===== config.mk =====
export PLATFORM = sky130hd
export DESIGN_NAME = seg7_scan_driver
export DESIGN_NICKNAME = d
export VERILOG_FILES = /design/src/rtl/seg7_pkg.sv /design/src/rtl/seg7_scan_driver_hex_decoder.sv /design/src/rtl/seg7_scan_driver.sv
export SDC_FILE = /design/constraint.sdc
export NUM_CORES = 1
export LEC_CHECK = 0
export BUFFER_PORTS_ARGS = -buffer_cell sky130_fd_sc_hd__buf_2
export CAP_MARGIN = 20
export CORE_MARGIN = 2
export CORE_UTILIZATION = 60
export CTS_CLUSTER_DIAMETER = 30
export CTS_CLUSTER_SIZE = 40
export DETAILED_ROUTE_END_ITERATION = 7
export PLACE_DENSITY = 0.81
export SLEW_MARGIN = 20
export SYNTH_ARGS = -nofsm -noshare
export SYNTH_HDL_FRONTEND = slang
export SYNTH_SLANG_ARGS = --single-unit

===== constraint.sdc =====
create_clock -name clk -period 9.38 [get_ports clk]
set_clock_uncertainty 0.2 [all_clocks]
set_input_delay 0.938 -clock clk [delete_from_list [all_inputs] [get_ports clk]]
set_output_delay 0.938 -clock clk [all_outputs]
set_load 0.05 [all_outputs]

===== src/rtl/seg7_pkg.sv =====
// Shared constants and helpers for the seven-segment scan driver.
package seg7_pkg;

    // Blank segment pattern on the active-low segment bus.
    localparam logic [6:0] SEG_OFF = 7'h7F;

    // Hex font, active-high {g,f,e,d,c,b,a}, indexed by nibble value.
    localparam logic [6:0] HEX_FONT [16] = '{
        7'h3F, 7'h06, 7'h5B, 7'h4F, 7'h66, 7'h6D, 7'h7D, 7'h07,
        7'h7F, 7'h6F, 7'h77, 7'h7C, 7'h39, 7'h5E, 7'h79, 7'h71
    };

    // Counter width for a counter that takes n distinct values; never below 1.
    function automatic int unsigned ctrWidth(input int unsigned n);
        return (n <= 2) ? 1 : $clog2(n);
    endfunction

    // Snapshot arming: the first clock after reset always loads a snapshot.
    typedef enum logic {
        ST_UNPRIMED = 1'b0,
        ST_RUNNING  = 1'b1
    } scanState_t;

endpackage


===== src/rtl/seg7_scan_driver_hex_decoder.sv =====
// Combinational nibble to seven-segment font lookup (active-high).
module seg7_hex_decoder
    import seg7_pkg::*;
(
    input  logic [3:0] nibble,
    output logic [6:0] segments
);

    // Straight table lookup into the shared font.
    always_comb begin
        segments = HEX_FONT[nibble];
    end

endmodule


===== src/rtl/seg7_scan_driver.sv =====
// Time-multiplexed N-digit seven-segment driver with per-frame input snapshot,
// per-digit decimal point and blanking, leading-zero suppression and dead time.
module seg7_scan_driver
    import seg7_pkg::*;
#(
    parameter int unsigned DIGITS       = 8,
    parameter int unsigned SCAN_DIV     = 100000,
    parameter int unsigned BLANK_CYCLES = 2
) (
    input  logic                  clk,
    input  logic                  rst,
    input  logic                  ena,
    input  logic [4*DIGITS-1:0]   iData,
    input  logic [DIGITS-1:0]     iDp,
    input  logic [DIGITS-1:0]     iBlank,
    input  logic                  iLzs,
    output logic [6:0]            oSeg,
    output logic                  oDp,
    output logic [DIGITS-1:0]     oAn,
    output logic                  oFrame
);

    localparam int unsigned CNT_W = ctrWidth(SCAN_DIV);
    localparam int unsigned IDX_W = ctrWidth(DIGITS);

    localparam logic [CNT_W-1:0] CNT_LAST  = CNT_W'(SCAN_DIV - 1);
    localparam logic [CNT_W-1:0] CNT_BLANK = CNT_W'(BLANK_CYCLES);
    localparam logic [IDX_W-1:0] IDX_LAST  = IDX_W'(DIGITS - 1);

    if (DIGITS < 1 || DIGITS > 16) begin : gBadDigits
        $error("seg7_scan_driver: DIGITS must be in 1..16");
    end
    if (SCAN_DIV < 2) begin : gBadDiv
        $error("seg7_scan_driver: SCAN_DIV must be >= 2");
    end
    if (BLANK_CYCLES >= SCAN_DIV) begin : gBadBlank
        $error("seg7_scan_driver: BLANK_CYCLES must be < SCAN_DIV");
    end

    scanState_t           state;
    scanState_t           stateNext;

    logic [CNT_W-1:0]     cnt;
    logic [IDX_W-1:0]     idx;
    logic                 slotWrap;
    logic                 frameEnd;
    logic                 takeSnap;

    logic [4*DIGITS-1:0]  snapData;
    logic [DIGITS-1:0]    snapDp;
    logic [DIGITS-1:0]    snapBlank;
    logic                 snapLzs;

    logic [DIGITS-1:0]    suppressed;
    logic [3:0]           curNibble;
    logic                 curDp;
    logic                 curBlank;
    logic                 curSupp;
    logic [DIGITS-1:0]    anSel;
    logic [6:0]           fontSeg;
    logic                 lit;

    assign slotWrap = (cnt == CNT_LAST);
    assign frameEnd = slotWrap && (idx == IDX_LAST);

    // Snapshot arming state register.
    always_ff @(posedge clk or posedge rst) begin
        if (rst) begin
            state <= ST_UNPRIMED;
        end else begin
            state <= stateNext;
        end
    end

    // Arming next-state and snapshot request: once after reset, then at each frame end.
    always_comb begin
        stateNext = state;
        takeSnap  = 1'b0;
        case (state)
            ST_UNPRIMED: begin
                takeSnap  = 1'b1;
                stateNext = ST_RUNNING;
            end
            ST_RUNNING: begin
                takeSnap  = frameEnd;
            end
            default: begin
                stateNext = ST_UNPRIMED;
            end
        endcase
    end

    // Slot prescaler and digit index; keeps running while the display is disabled.
    always_ff @(posedge clk or posedge rst) begin
        if (rst) begin
            cnt <= '0;
            idx <= '0;
        end else if (slotWrap) begin
            cnt <= '0;
            idx <= (idx == IDX_LAST) ? '0 : idx + 1'b1;
        end else begin
            cnt <= cnt + 1'b1;
        end
    end

    // Frame snapshot of all display inputs, loaded together.
    always_ff @(posedge clk or posedge rst) begin
        if (rst) begin
            snapData  <= '0;
            snapDp    <= '0;
            snapBlank <= '0;
            snapLzs   <= 1'b0;
        end else if (takeSnap) begin
            snapData  <= iData;
            snapDp    <= iDp;
            snapBlank <= iBlank;
            snapLzs   <= iLzs;
        end
    end

    // Leading-zero suppression: a run of zero nibbles without dp, from the top digit down.
    // Digit 0 is excluded from the loop so it always stays eligible.
    always_comb begin
        logic run;
        suppressed = '0;
        run        = snapLzs;
        for (int unsigned k = DIGITS - 1; k >= 1; k--) begin
            run           = run && (snapData[4*k +: 4] == 4'h0) && !snapDp[k];
            suppressed[k] = run;
        end
    end

    // Select the current digit's snapshot fields and its one-hot-low anode pattern.
    always_comb begin
        curNibble = '0;
        curDp     = 1'b0;
        curBlank  = 1'b0;
        curSupp   = 1'b0;
        anSel     = '1;
        for (int unsigned k = 0; k < DIGITS; k++) begin
            if (idx == IDX_W'(k)) begin
                curNibble = snapData[4*k +: 4];
                curDp     = snapDp[k];
                curBlank  = snapBlank[k];
                curSupp   = suppressed[k];
                anSel[k]  = 1'b0;
            end
        end
    end

    seg7_hex_decoder uDecoder (
        .nibble   (curNibble),
        .segments (fontSeg)
    );

    assign lit = ena && (cnt >= CNT_BLANK) && !curBlank && !curSupp;

    // Registered pin drivers; dark pattern during dead time, blanking or disable.
    always_ff @(posedge clk or posedge rst) begin
        if (rst) begin
            oAn    <= '1;
            oSeg   <= SEG_OFF;
            oDp    <= 1'b1;
            oFrame <= 1'b0;
        end else begin
            oFrame <= takeSnap;
            if (lit) begin
                oAn  <= anSel;
                oSeg <= ~fontSeg;
                oDp  <= ~curDp;
            end else begin
                oAn  <= '1;
                oSeg <= SEG_OFF;
                oDp  <= 1'b1;
            end
        end
    end

endmodule


Word level (Yosys, flattened, before mapping)
Memory sizes are Yosys's and may differ from the RTL's.
Index checks and enable logic that the tools add are counted.
Word-level totals
  flip-flop bits (word level): 87
  latch bits: 0
  memory bits (writable): 0
  bits in read-only memories: 112
  logic and storage cells: 110
  memories kept: 1
Operators by class
  add/subtract/negate cells: 2
  multipliers: 0
  divide/modulo/power cells: 0
  $lt $le $gt $ge: 2
  equality and inequality tests: 8
  shifts and indexed selects: 0
  muxes and demuxes: 47
  bitwise logic cells: 4
  reductions and logical operators: 35
Memory list
  (no name shown): depth 16, width 7, rd ports 1, clocked after Yosys merged registers in 0, wr ports 0, RTL line seg7_scan_driver_hex_decoder.sv:11  | segments = HEX_FONT[nibble];
Operators by type and width (count)
  $mux W1: 32
  $mux W4: 8
  $logic_not A4 Y1: 7
  $mux W7: 3
  $logic_and A1 B1 Y1: 18
  $add A17 B1 Y17 const B: 1
  $eq A17 B17 Y1 const B: 1
  $ge A17 B2 Y1 const B: 1
  $mux W17: 1
  $eq A3 B3 Y1 const B: 4
  $logic_not A1 Y1: 9
  $mux W8: 1
  $not A7 Y7: 1
  $eq A3 B2 Y1 const B: 2
  $ge A5 B5 Y1 const B: 1
  $not A4 Y5: 1
  $add A3 B1 Y3 const B: 1
  $eq A3 B1 Y1 const B: 1
  $logic_not A3 Y1: 1
  $mux W3: 1
  $not A1 Y1: 2
  $pmux W1 S2: 1

Depth between registers and ports, before layout
Gate-level depths: netlist of the first run.
  depth after elaboration: 25
  mapped depth: 14
  mapped depth without buffers: 12

Cells and area by module
From an unflattened synthesis of the first run, not the netlist that was laid out.
Second synthesis, totals
  cells, all modules: 394
  area, all modules: 4584.4 µm²
Modules (own cells, without submodules)
  seg7_scan_driver: times used 1, cells an instance 361, area an instance 4296.6 µm²
  seg7_hex_decoder: times used 1, cells an instance 33, area an instance 287.8 µm²

Worst setup path before layout of the first run
Ideal clock, no wire load.
  path type: reg2reg
  from: reg idx[2]
  to: reg oSeg[5]
  library setup time: 0.081 ns
  data arrival time: 2.706 ns
  setup slack: 6.392 ns
  cell stages (with the launch flop): 14
  period minus slack after synthesis: 2.988 ns
  cells stage by stage: dfrtp_1 -> buf_4 -> clkinv_1 -> ha_1 -> buf_2 -> a2111oi_0 -> o22ai_1 -> a211o_1 -> nand2_1 -> inv_1 -> ha_1 -> nor3_1 -> nor2_1 -> o211ai_1
Between the ends
  longest elaborated chain between the ends: 15
RTL lines
  from (decl): RTL line seg7_scan_driver.sv:44  | logic [IDX_W-1:0] idx;
  from (signal assigned): RTL line seg7_scan_driver.sv:100  | idx <= (idx == IDX_LAST) ? '0 : idx + 1'b1;
  $logic_not A3 Y1: RTL line seg7_scan_driver.sv:141  | if (idx == IDX_W'(k)) begin
  $mux W4 (8 in series): RTL line seg7_scan_driver.sv:141
  $not A4 Y5 (not written as such): RTL line seg7_scan_driver_hex_decoder.sv:11
  $mem_v2 Z16 W7
  $mux W7 (not written as such) (2 in series): RTL line seg7_scan_driver_hex_decoder.sv:11
  $not A7 Y7: RTL line seg7_scan_driver.sv:169  | oSeg <= ~fontSeg;
  $mux W7 *: RTL line seg7_scan_driver.sv:167  | if (lit) begin
  to (signal assigned): RTL line seg7_scan_driver.sv:169
  to (decl): RTL line seg7_scan_driver.sv:17  | output logic [6:0] oSeg,
Every way passes the cells marked *; elsewhere a longest branch is shown, timed or not. The select of a mux whose other input is x is not followed.
A chain may end at the register's enable or synchronous reset.

Final worst setup path of the first run
  from: reg idx[2]
  to: reg oSeg[3]
Same word-level chain as after synthesis.

==> impl_metrics.csv, run 1 <==
group,metric,value,unit
outcome,status,"completed",
synth,synth.lib_cells_used.distinct,71,
sta,layout_min_cycle_time,4.10,ns
sta,timing.max_slew.rel_slack,42.7,%
worst_setup_path,worstPathArrival,4.15,ns
route,routed_wirelength,9.91,mm
route,detail_route.wl_per_cell,17.4,µm
layout,diodes,0,
route,remaining_drc_errors,0,
synth,synth-async-reset-ratio,100,%
worst_setup_path,crit_type,"reg2reg",
synth,avgSynthCellArea,11.6,µm²
run,max_cap_viols,0,
layout,final_non_filler_cell_area,5250,µm²
clock_network,clock_sink_count,87,
clock_network,post-cts-setup-buffers,0,
floorplanning,coreArea,7650,µm²
hold_path,hold_path_class,"reg2reg",
clock_network,htree_num_levels,3,
sta,finalHoldViolations,0,
global_route,grt.overflow.total,0,
layout,final_cells,569,
route,detail-route-antenna-nets,0,
route,drt-vias-per-instance,5.85,
clock_network,tritoncts,"built",
sta,slew_violations,0,
global_route,grt_antenna_before_repair,0,
worst_setup_path,cpPeakStageDelay,0.77,ns
route,drtPass1Iterations,4,
floorplanning,placement_rows,32,
sta,tightest_slew,0.860,ns
global_route,grt_max_degree,88,
sta,max_freq,244,MHz
layout,finalNetCount,528,
place,portBuffers,68,
sta,hold_worst_slack,0.309,ns
floorplanning,die_width,92.2,µm
layout,signed_area_change_from_the_synthesized_netlist_to_the_final_layout,12.4,%
synth,postSynthCellCount,401,
sta,setup_tns_final,0,ns
clock_network,clkLatencyLatePin,0.36,ns
worst_setup_path,critPathLaunchType,"register",
layout,most-common-layout-cells,"sky130_fd_sc_hd__dfrtp_1 (71), sky130_fd_sc_hd__buf_2 (68), sky130_fd_sc_hd__mux2_4 (49)",
global_route,first_pass_grt_wire_length,16.8,mm
floorplanning,dieHeight,92.2,µm
clock_network,max-clock-path-buffers,2,
worst_setup_path,timing.critical_path.slowest_stage_cell,"sky130_fd_sc_hd__dfrtp_1",
synth,synth-main-ff-cell,"sky130_fd_sc_hd__dfrtp_1",
route,drtIter0Drc,172,
synth,syn_area,4670,µm²
layout,leading_cell_type_in_the_layout_fill_and_taps_excluded,"sky130_fd_sc_hd__dfrtp_1",
global_route,groute.usage.overall,25.4,%
place,gp_congestion,0.905,
sta,setup_viol,0,
place,placed_cells,553,
floorplanning,initial_utilization,61.0,%
place,pre_cts_slack,5.41,ns
place,placement.cell_area,5010,µm²
synth,synth_sequential_area_ratio,47.1,%
layout,fraction_of_final_layout_cells_with_drive_strength_greater_than_1,35.1,%
worst_setup_path,critPathRequiredTime,9.43,ns
worst_setup_path,setup.worst_path.end_class,"register",
worst_setup_path,critPathMaxFanout,22,
floorplanning,die-area,8500,µm²
route,route.vias.total,3326,
synth,ys.warnings.count,0,
sta,final.period_utilization,43.7,%
pwr,power.ir.vdd_worst,73.9,µV
sta,setup_ws_final,5.28,ns
floorplanning,ios,69,
worst_setup_path,timing.critical_path.mode_cell,"sky130_fd_sc_hd__ha_1",
synth,postSynthNetCount,467,
clock_network,clkTransAtPathRegs,0.08,ns
clock_network,clock-root-buffer,"sky130_fd_sc_hd__clkbuf_8",
pwr,power-per-cell-area,160,nW/µm²
clock_network,cts_made_buffers,9,
synth,postSynthRegisterBits,87,
synth,synth_enable_flop_cells,0,
global_route,vias_in_the_first_global_route,3261,
clock_network,holdBufCountCts,0,
place,dp_hpwl,6.95,mm
clock_network,cts-resized-gates,0,
worst_setup_path,cp_cell_sequence,"clkinv_1, ha_1, or3b_2, o2111a_1, a311oi_1, a21oi_1, ha_1, a21boi_0, o21ai_0, nand3_1",
pwr,power_leakage,2.41,nW
sta,grt_setup_unrepaired,"no",
==> per-stage QoR <==
step | util, % | power (mW)
final | 68.6 | 0.841
after global placement | 65.5 | 0.544
after global routing | 68.6 | 0.875
after CTS | 68.6 | 0.845
after floorplan | - | 0.516
after detailed placement | 65.5 | 0.549
==> final timing paths <==
check | from | to | slack (ns) | cells past startpoint
worst max-delay path | idx[2] | oSeg[3] | 5.28 | 10
worst max register to register | idx[2] | oSeg[3] | 5.28 | 10
worst min-delay path | cnt[8] | cnt[8] | 0.31 | 1
min in group asynchronous | rst | snapData[3] | 0.54 | 3
worst min register to register | cnt[8] | cnt[8] | 0.31 | 1
max in group asynchronous | rst | snapData[1] | 7.87 | 3
==> registers in the layout (all words and copies together), names as in the netlist <==
signal,count
snapBlank,8
oDp,1
oAn,8
oFrame,1
snapData,32
cnt,17
snapLzs,1
idx,3
oSeg,7
snapDp,8
state,1
==> where the power goes <==
group / switching (mW) / internal (mW)
sequential: 0.0214 / 0.403
clock: 0.131 / 0.166
combinational: 0.0610 / 0.0588
total: 0.214 / 0.627
==> logic make-up (layout without fill, tap and decap cells) <==
| logic type | after synthesis | in the layout | synth area share (%) |
|---|---|---|---|
| other cells | 1 | 1 | 0.0804 |
| fa+ha+maj | 14 | 14 | 3.75 |
| flops | 87 | 87 | 47.1 |
| buf+inv | 40 | 106 | 4.80 |
| simple gates | 122 | 122 | 13.6 |
| xor+xnor | 14 | 14 | 2.63 |
| compound gates | 72 | 72 | 11.9 |
| mux | 51 | 51 | 16.2 |
==> cells in the mapped netlist, drive strengths merged (3+ instances only) <==
cell | n | area [µm²]
dfrtp | 71 | 1780
mux2 | 49 | 736
nand2 | 36 | 135
nor2 | 22 | 85.1
inv | 19 | 71.3
nand3 | 19 | 100
buf | 18 | 141
o21ai | 17 | 85.1
a21oi | 16 | 91.3
dfstp | 16 | 420
ha | 14 | 175
nor4 | 9 | 56.3
xnor2 | 8 | 70.1
nor2b | 6 | 37.5
xor2 | 6 | 52.6
o211ai | 5 | 37.5
nand2b | 4 | 25.0
nand3b | 4 | 30.0
nand4 | 4 | 25.0
and3 | 3 | 18.8
nor3 | 3 | 26.3
==> area by class of cell <==
class / count / area [µm²]
clock buffers: 12 / 155
flip-flops and latches: 87 / 2200
multi-input cells: 274 / 2250
well taps: 102 / 128
inverters: 20 / 76.3
clock inverters: 4 / 77.6
fillers: 571 / 2400
repair buffers: 70 / 359
==> layer usage <==
layer  track usage, %  part of all wire, %
met5                0                    0
met4             8.96                  2.0
met1             34.5                   44
met2             41.4                   50
met3             4.27                  3.7
==> critical path: cells and delay by family, from the launching register on <==
family          cells  cell delay [ns]
fa+ha+maj           2             0.84
flops               1             0.77
compound gates      5             1.11
simple gates        2             0.62
buf+inv             1             0.45
Note: power is estimated with default switching activity, not from simulation.
==> run 2: changes to the inputs <==
--- a/config.mk
+++ b/config.mk
@@ -8,11 +8,11 @@
 export BUFFER_PORTS_ARGS = -buffer_cell sky130_fd_sc_hd__buf_2
 export CAP_MARGIN = 20
 export CORE_MARGIN = 2
-export CORE_UTILIZATION = 60
+export CORE_UTILIZATION = 52
 export CTS_CLUSTER_DIAMETER = 30
 export CTS_CLUSTER_SIZE = 40
 export DETAILED_ROUTE_END_ITERATION = 7
-export PLACE_DENSITY = 0.81
+export PLACE_DENSITY = 0.75
 export SLEW_MARGIN = 20
 export SYNTH_ARGS = -nofsm -noshare
 export SYNTH_HDL_FRONTEND = slang
==> constraint.sdc (replaced) <==
create_clock -name clk -period 3.6 [get_ports clk]
set_clock_uncertainty 0.2 [all_clocks]
set_input_delay 0.36 -clock clk [delete_from_list [all_inputs] [get_ports clk]]
set_output_delay 0.36 -clock clk [all_outputs]
set_load 0.05 [all_outputs]
==> impl_metrics.csv, run 2 (synthesis results as in run 1) <==
group,metric,value,unit
route,detail_route.wl_per_cell,16.6,µm
worst_setup_path,crit_type,"reg2reg",
worst_setup_path,reg2reg_setup_slack,0.37,ns
route,routed_wirelength,9.72,mm
layout,signed_area_change_from_the_synthesized_netlist_to_the_final_layout,13.9,%
global_route,groute.usage.overall,21.0,%
sta,timing.max_slew.rel_slack,50.1,%
place,portBuffers,68,
route,drtIter0Drc,150,
global_route,first_pass_grt_wire_length,16.2,mm
floorplanning,ios,69,
run,max_cap_viols,0,
worst_setup_path,setup.worst_path.end_class,"register",
layout,fraction_of_final_layout_cells_with_drive_strength_greater_than_1,36.2,%
pwr,power-per-cell-area,396,nW/µm²
global_route,vias_in_the_first_global_route,3232,
clock_network,clock_sink_count,87,
pwr,power.ir.vdd_worst,218,µV
place,gp_congestion,0.935,
sta,tightest_slew,0.747,ns
sta,setup_viol,0,
sta,layout_min_cycle_time,3.23,ns
worst_setup_path,critPathLaunchType,"register",
layout,leading_cell_type_in_the_layout_fill_and_taps_excluded,"sky130_fd_sc_hd__dfrtp_1",
sta,slew_violations,0,
clock_network,max-clock-path-buffers,2,
clock_network,htree_num_levels,3,
layout,top_regs,"snapData: 32 flops, cnt: 17 flops",
clock_network,clock-root-buffer,"sky130_fd_sc_hd__clkbuf_8",
hold_path,hold_path_class,"in2reg",
route,drt-vias-per-instance,5.63,
hold_path,timing.hold.worst_path_depth,2,
worst_setup_path,r2r.worst_path.cells,12,
route,route.vias.total,3299,
sta,setup_ws_final,0.373,ns
layout,largest_reg_flops,32,
worst_setup_path,critPathMaxFanout,14,
place,pre_cts_slack,0.364,ns
clock_network,tritoncts,"built",
layout,diodes,0,
global_route,grt.overflow.total,0,
floorplanning,placement_rows,34,
clock_network,clkLatencyLatePin,0.36,ns
layout,finalNetCount,539,
floorplanning,dieHeight,98.7,µm
place,dp_hpwl,7.15,mm
floorplanning,die_width,98.7,µm
clock_network,clkTransAtPathRegs,0.08,ns
worst_setup_path,critPathRequiredTime,3.67,ns
worst_setup_path,worstPathArrival,3.30,ns
outcome,status,"completed",
floorplanning,initial_utilization,53.5,%
clock_network,cts_made_buffers,9,
route,drtPass1Iterations,5,
sta,max_freq,310,MHz
global_route,grt_max_degree,38,
pwr,power_leakage,2.44,nW
floorplanning,die-area,9750,µm²
sta,finalHoldViolations,0,
route,detail-route-antenna-nets,0,
route,remaining_drc_errors,0,
floorplanning,coreArea,8720,µm²
layout,most-common-layout-cells,"sky130_fd_sc_hd__dfrtp_1 (71), sky130_fd_sc_hd__buf_2 (68), sky130_fd_sc_hd__mux2_4 (49)",
sta,final.period_utilization,89.6,%
global_route,grt_antenna_before_repair,0,
layout,largest_register_by_flop_count,"snapData",
sta,setup_tns_final,0,ns
## run 2: report_power, final
part | total, mW | switching [mW] | internal (mW)
registers | 1.11 | 0.0567 | 1.05
logic | 0.311 | 0.154 | 0.157
clock network | 0.686 | 0.343 | 0.343
total | 2.10 | 0.553 | 1.55
## run 2: final cells by class
class                      count  area, µm²
fill                         679       3410
multi-input combinational    274       2250
sequential                    87       2200
timing repair buffer          81        453
clock buffer                  12        145
tap                          108        135
inverter                      20       76.3
clock inverter                 4       53.8
## run 2: final timing paths
kind | start | to
setup / recovery | idx[1] | oSeg[3]
hold / removal | iDp[7] | snapDp[7]
min in group asynchronous | rst | snapData[1]
max in group asynchronous | rst | oSeg[3]
setup reg to reg | idx[1] | oSeg[3]
hold reg to reg | cnt[14] | cnt[14]
## run 2: metrics by stage
step	cell area (µm²)	total power, mW	utilization (%)	hold WS (ns)	instances
after CTS	5310	2.12	60.9	0.0121	586
after global placement	5100	1.43	58.5	0.141	569
after floorplan	4670	1.34	-	0.263	401
after global routing	5320	2.20	60.9	0.00221	586
final	5320	2.10	60.9	0.0282	586
after detailed placement	5100	1.43	58.5	0.141	569
## run 2: layer usage
layer | part of all wire [%] | global-route usage, % | up-vias
met5 | 0 | 0 | -
met4 | 2.3 | 6.43 | 0
met3 | 5.8 | 5.60 | 23
met2 | 48 | 33.0 | 115
met1 | 43 | 28.8 | 1586
li1 | - | - | 1575
## run 2: repair_timing
action | in CTS | in global routing
resized for setup | 0 | 1
hold buffers | 1 | 0
buffers inserted | 0 | 0
endpoints found under the setup margin | 0 | 4
hold endpoints to repair | 20 | 0
## run 2: worst max-delay path, cell delays in order (launching register included)
cell,delay (ns)
sky130_fd_sc_hd__dfrtp_1,0.41
sky130_fd_sc_hd__inv_1,0.11
sky130_fd_sc_hd__ha_1,0.43
sky130_fd_sc_hd__a21oi_1,0.12
sky130_fd_sc_hd__a2111oi_1,0.51
sky130_fd_sc_hd__o22ai_1,0.17
sky130_fd_sc_hd__a211o_1,0.33
sky130_fd_sc_hd__nand2_1,0.16
sky130_fd_sc_hd__inv_1,0.10
sky130_fd_sc_hd__ha_1,0.30
sky130_fd_sc_hd__o21ai_0,0.08
sky130_fd_sc_hd__o211ai_1,0.10
sky130_fd_sc_hd__nand3_1,0.11
==> run 3: changes to the inputs <==
--- a/config.mk
+++ b/config.mk
@@ -5,14 +5,15 @@
 export SDC_FILE = /design/constraint.sdc
 export NUM_CORES = 1
 export LEC_CHECK = 0
+export ABC_AREA = 1
 export BUFFER_PORTS_ARGS = -buffer_cell sky130_fd_sc_hd__buf_2
 export CAP_MARGIN = 20
 export CORE_MARGIN = 2
-export CORE_UTILIZATION = 52
+export CORE_UTILIZATION = 51
 export CTS_CLUSTER_DIAMETER = 30
 export CTS_CLUSTER_SIZE = 40
 export DETAILED_ROUTE_END_ITERATION = 7
-export PLACE_DENSITY = 0.75
+export PLACE_DENSITY = 0.74
 export SLEW_MARGIN = 20
 export SYNTH_ARGS = -nofsm -noshare
 export SYNTH_HDL_FRONTEND = slang
==> impl_metrics.csv, run 3 <==
group,metric,value,unit
clock_network,tritoncts,"built",
worst_setup_path,timing.critical_path.mode_cell,"sky130_fd_sc_hd__nand2_1",
sta,slew_violations,0,
clock_network,cts-resized-gates,0,
worst_setup_path,cpPeakStageDelay,0.53,ns
outcome,violations,"negative hold slack",
sta,tightest_slew,0.712,ns
synth,netlist.top_cell.by_area,"sky130_fd_sc_hd__dfrtp_1",
worst_setup_path,reg2reg_setup_slack,0.62,ns
global_route,grt_antenna_before_repair,0,
floorplanning,initial_utilization,51.9,%
outcome,status,"complete, but fails checks",
clock_network,cts_made_buffers,9,
synth,postSynthRegisterBits,87,
worst_setup_path,critPathMaxFanout,13,
synth,synth-main-ff-cell,"sky130_fd_sc_hd__dfrtp_1",
synth,synthTopCellsByArea,"sky130_fd_sc_hd__dfrtp_1 (40%), sky130_fd_sc_hd__nand2_1 (12%), sky130_fd_sc_hd__dfstp_2 (9.4%)",
place,gp_congestion,0.894,
worst_setup_path,cp_num_buf_inv,3,
pwr,power-per-cell-area,393,nW/µm²
place,pre_cts_slack,0.664,ns
sta,hold_worst_slack,-0.000573,ns
place,dp_hpwl,7.18,mm
worst_setup_path,critPathLaunchType,"register",
layout,signed_area_change_from_the_synthesized_netlist_to_the_final_layout,16.9,%
sta,final.period_utilization,82.9,%
layout,top_regs,"snapData: 32 flops, cnt: 17 flops",
worst_setup_path,critical-path-top-delay-family,"adder cells",
floorplanning,placement_rows,34,
floorplanning,die-area,9510,µm²
synth,postSynthNetCount,620,
pwr,power.share.sequential,52.2,%
synth,ys.warnings.count,0,
pwr,combPwrFrac,13.6,%
pwr,power_leakage,2.65,nW
layout,largest_reg_flops,32,
clock_network,clock-root-buffer,"sky130_fd_sc_hd__clkbuf_8",
route,route.vias.total,3778,
route,detail_route.wl_per_cell,13.1,µm
layout,filler_cell_count,762,
sta,layout_min_cycle_time,2.98,ns
worst_setup_path,timing.critical_path.slowest_stage_cell,"sky130_fd_sc_hd__a21boi_0",
layout,largest_register_by_flop_count,"snapData",
pwr,power.switching_fraction,27.9,%
synth,post-synth-top-count-cell,"sky130_fd_sc_hd__nand2_1",
route,drtPass1Iterations,4,
floorplanning,ios,69,
clock_network,clkTransAtPathRegs,0.09,ns
worst_setup_path,critPathRequiredTime,3.71,ns
synth,postSynthCellCount,554,
layout,fraction_of_final_layout_cells_with_drive_strength_greater_than_1,18.9,%
route,detail-route-antenna-nets,0,
clock_network,clock_sink_count,87,
sta,setup_tns_final,0,ns
sta,grt_setup_unrepaired,"no",
layout,diodes,0,
global_route,vias_in_the_first_global_route,3828,
layout,multi_input_comb_area,1830,µm²
sta,setup_viol,0,
route,remaining_drc_errors,0,
synth,avgSynthCellArea,8.05,µm²
global_route,first_pass_grt_wire_length,17.0,mm
sta,finalHoldViolations,2,
layout,leading_cell_type_in_the_layout_fill_and_taps_excluded,"sky130_fd_sc_hd__nand2_1",
synth,synth_enable_flop_cells,0,
layout,seqCellArea,2200,µm²
sta,setup_ws_final,0.616,ns
synth,synth_top_cell_area_share,39.8,%
layout,most-common-layout-cells,"sky130_fd_sc_hd__nand2_1 (148), sky130_fd_sc_hd__inv_1 (90), sky130_fd_sc_hd__dfrtp_1 (71)",
clock_network,htree_num_levels,3,
synth,synth.lib_cells_used.distinct,37,
place,portBuffers,68,
synth,synth-async-reset-ratio,100,%
route,drt-vias-per-instance,5.06,
clock_network,clkLatencyLatePin,0.37,ns
clock_network,max-clock-path-buffers,2,
hold_path,hold_path_class,"in2reg",
synth,syn_area,4460,µm²
worst_setup_path,cp_cell_sequence,"ha_1, ha_1, inv_1, o21ai_0, inv_1, nand2_1, nand2_1, nand2_1, a21boi_0, ha_1, nand2_1, nand3_1, nand2_1, inv_1, nand2_1",
worst_setup_path,worstPathArrival,3.10,ns
route,drtIter0Drc,221,
synth,synth_common_cells,"sky130_fd_sc_hd__nand2_1 (148), sky130_fd_sc_hd__inv_1 (91), sky130_fd_sc_hd__dfrtp_1 (71)",
pwr,total_switching_power,0.572,mW
worst_setup_path,setup.worst_path.end_class,"register",
synth,synth_sequential_area_ratio,49.3,%
pwr,power.clock.fraction,34.3,%
sta,timing.max_slew.rel_slack,52.6,%
layout,finalNetCount,700,
pwr,power.ir.vdd_worst,246,µV
pwr,power.internal,1.48,mW
sta,max_freq,335,MHz
floorplanning,coreArea,8590,µm²
floorplanning,die_width,97.5,µm
global_route,grt_max_degree,62,
route,routed_wirelength,9.80,mm
run,max_cap_viols,0,
floorplanning,dieHeight,97.5,µm
global_route,groute.usage.overall,22.1,%
worst_setup_path,crit_type,"reg2reg",
global_route,grt.overflow.total,0,
==> run 3: repair_timing <==
| action | in CTS | in global routing |
|---|---|---|
| hold buffers | 9 | 1 |
| hold endpoints to repair | 9 | 34 |
| buffers inserted | 0 | 0 |
==> run 3: logic make-up (layout without fill, tap and decap cells) <==
logic type / Yosys count / in the layout / share of synthesized area [%]
other: 1 / 1 / 0.0841
AND/OR/NAND/NOR: 243 / 243 / 23.6
buffers and inverters: 109 / 194 / 9.65
XOR/XNOR: 3 / 3 / 0.589
adder cells (fa/ha/maj): 14 / 14 / 3.93
multiplexers: 8 / 8 / 2.02
flip-flops: 87 / 87 / 49.3
AO/OA/AOI/OAI: 89 / 89 / 10.9
==> run 3: final timing paths <==
check / from / end / depth (start not counted)
worst max-delay path: idx[0] / oSeg[3] / 15
worst min-delay path: iData[18] / snapData[18] / 3
worst max register to register: idx[0] / oSeg[3] / 15
worst min register to register: cnt[0] / cnt[0] / 1
max in group asynchronous: rst / oFrame / 4
min in group asynchronous: rst / snapDp[1] / 3
==> run 3: power groups by stage <==
stage / Clock (mW) / Sequential (mW) / Combinational (mW)
after CTS: 0.709 / 1.07 / 0.279
after detailed placement: 0 / 1.09 / 0.269
final: 0.703 / 1.07 / 0.279
after floorplan: 0 / 1.12 / 0.154
after global routing: 0.741 / 1.08 / 0.318
after global placement: 0 / 1.09 / 0.265
==> run 3: layout make-up <==
cell class | count | area share [%]
multi-input cells | 358 | 35.1
well taps | 108 | 2.59
flip-flops and latches | 87 | 42.1
clock inverters | 5 | 1.13
clock buffers | 11 | 2.71
inverters | 95 | 6.89
repair buffers | 83 | 9.40
==> run 3: per-stage QoR <==
step / power [mW] / cells / hold WS, ns / util (%) / area, µm²
after CTS: 2.06 / 746 / 0.000352 / 60.6 / 5200
after detailed placement: 1.36 / 721 / 0.283 / 57.2 / 4910
final: 2.05 / 747 / -0.000573 / 60.7 / 5220
after global routing: 2.14 / 747 / 0.00384 / 60.7 / 5220
after floorplan: 1.27 / 554 / 0.253 / - / 4460
after global placement: 1.35 / 721 / 0.265 / 57.2 / 4910
==> run 3: tightest hold or removal path: cells and delay by family <==
kind / cells / cell delay [ns]
AOI/OAI and AO/OA: 1 / 0.06
buffers and inverters: 1 / 0.07
and+or+nand+nor: 1 / 0.04
==> run 3: per-layer routing <==
layer	routed length, µm	share of wire, %	global-route usage, %
met5	0	0	0
met4	203	2.1	10.6
met3	421	4.3	3.67
met2	4760	49	36.1
met1	4420	45	28.6
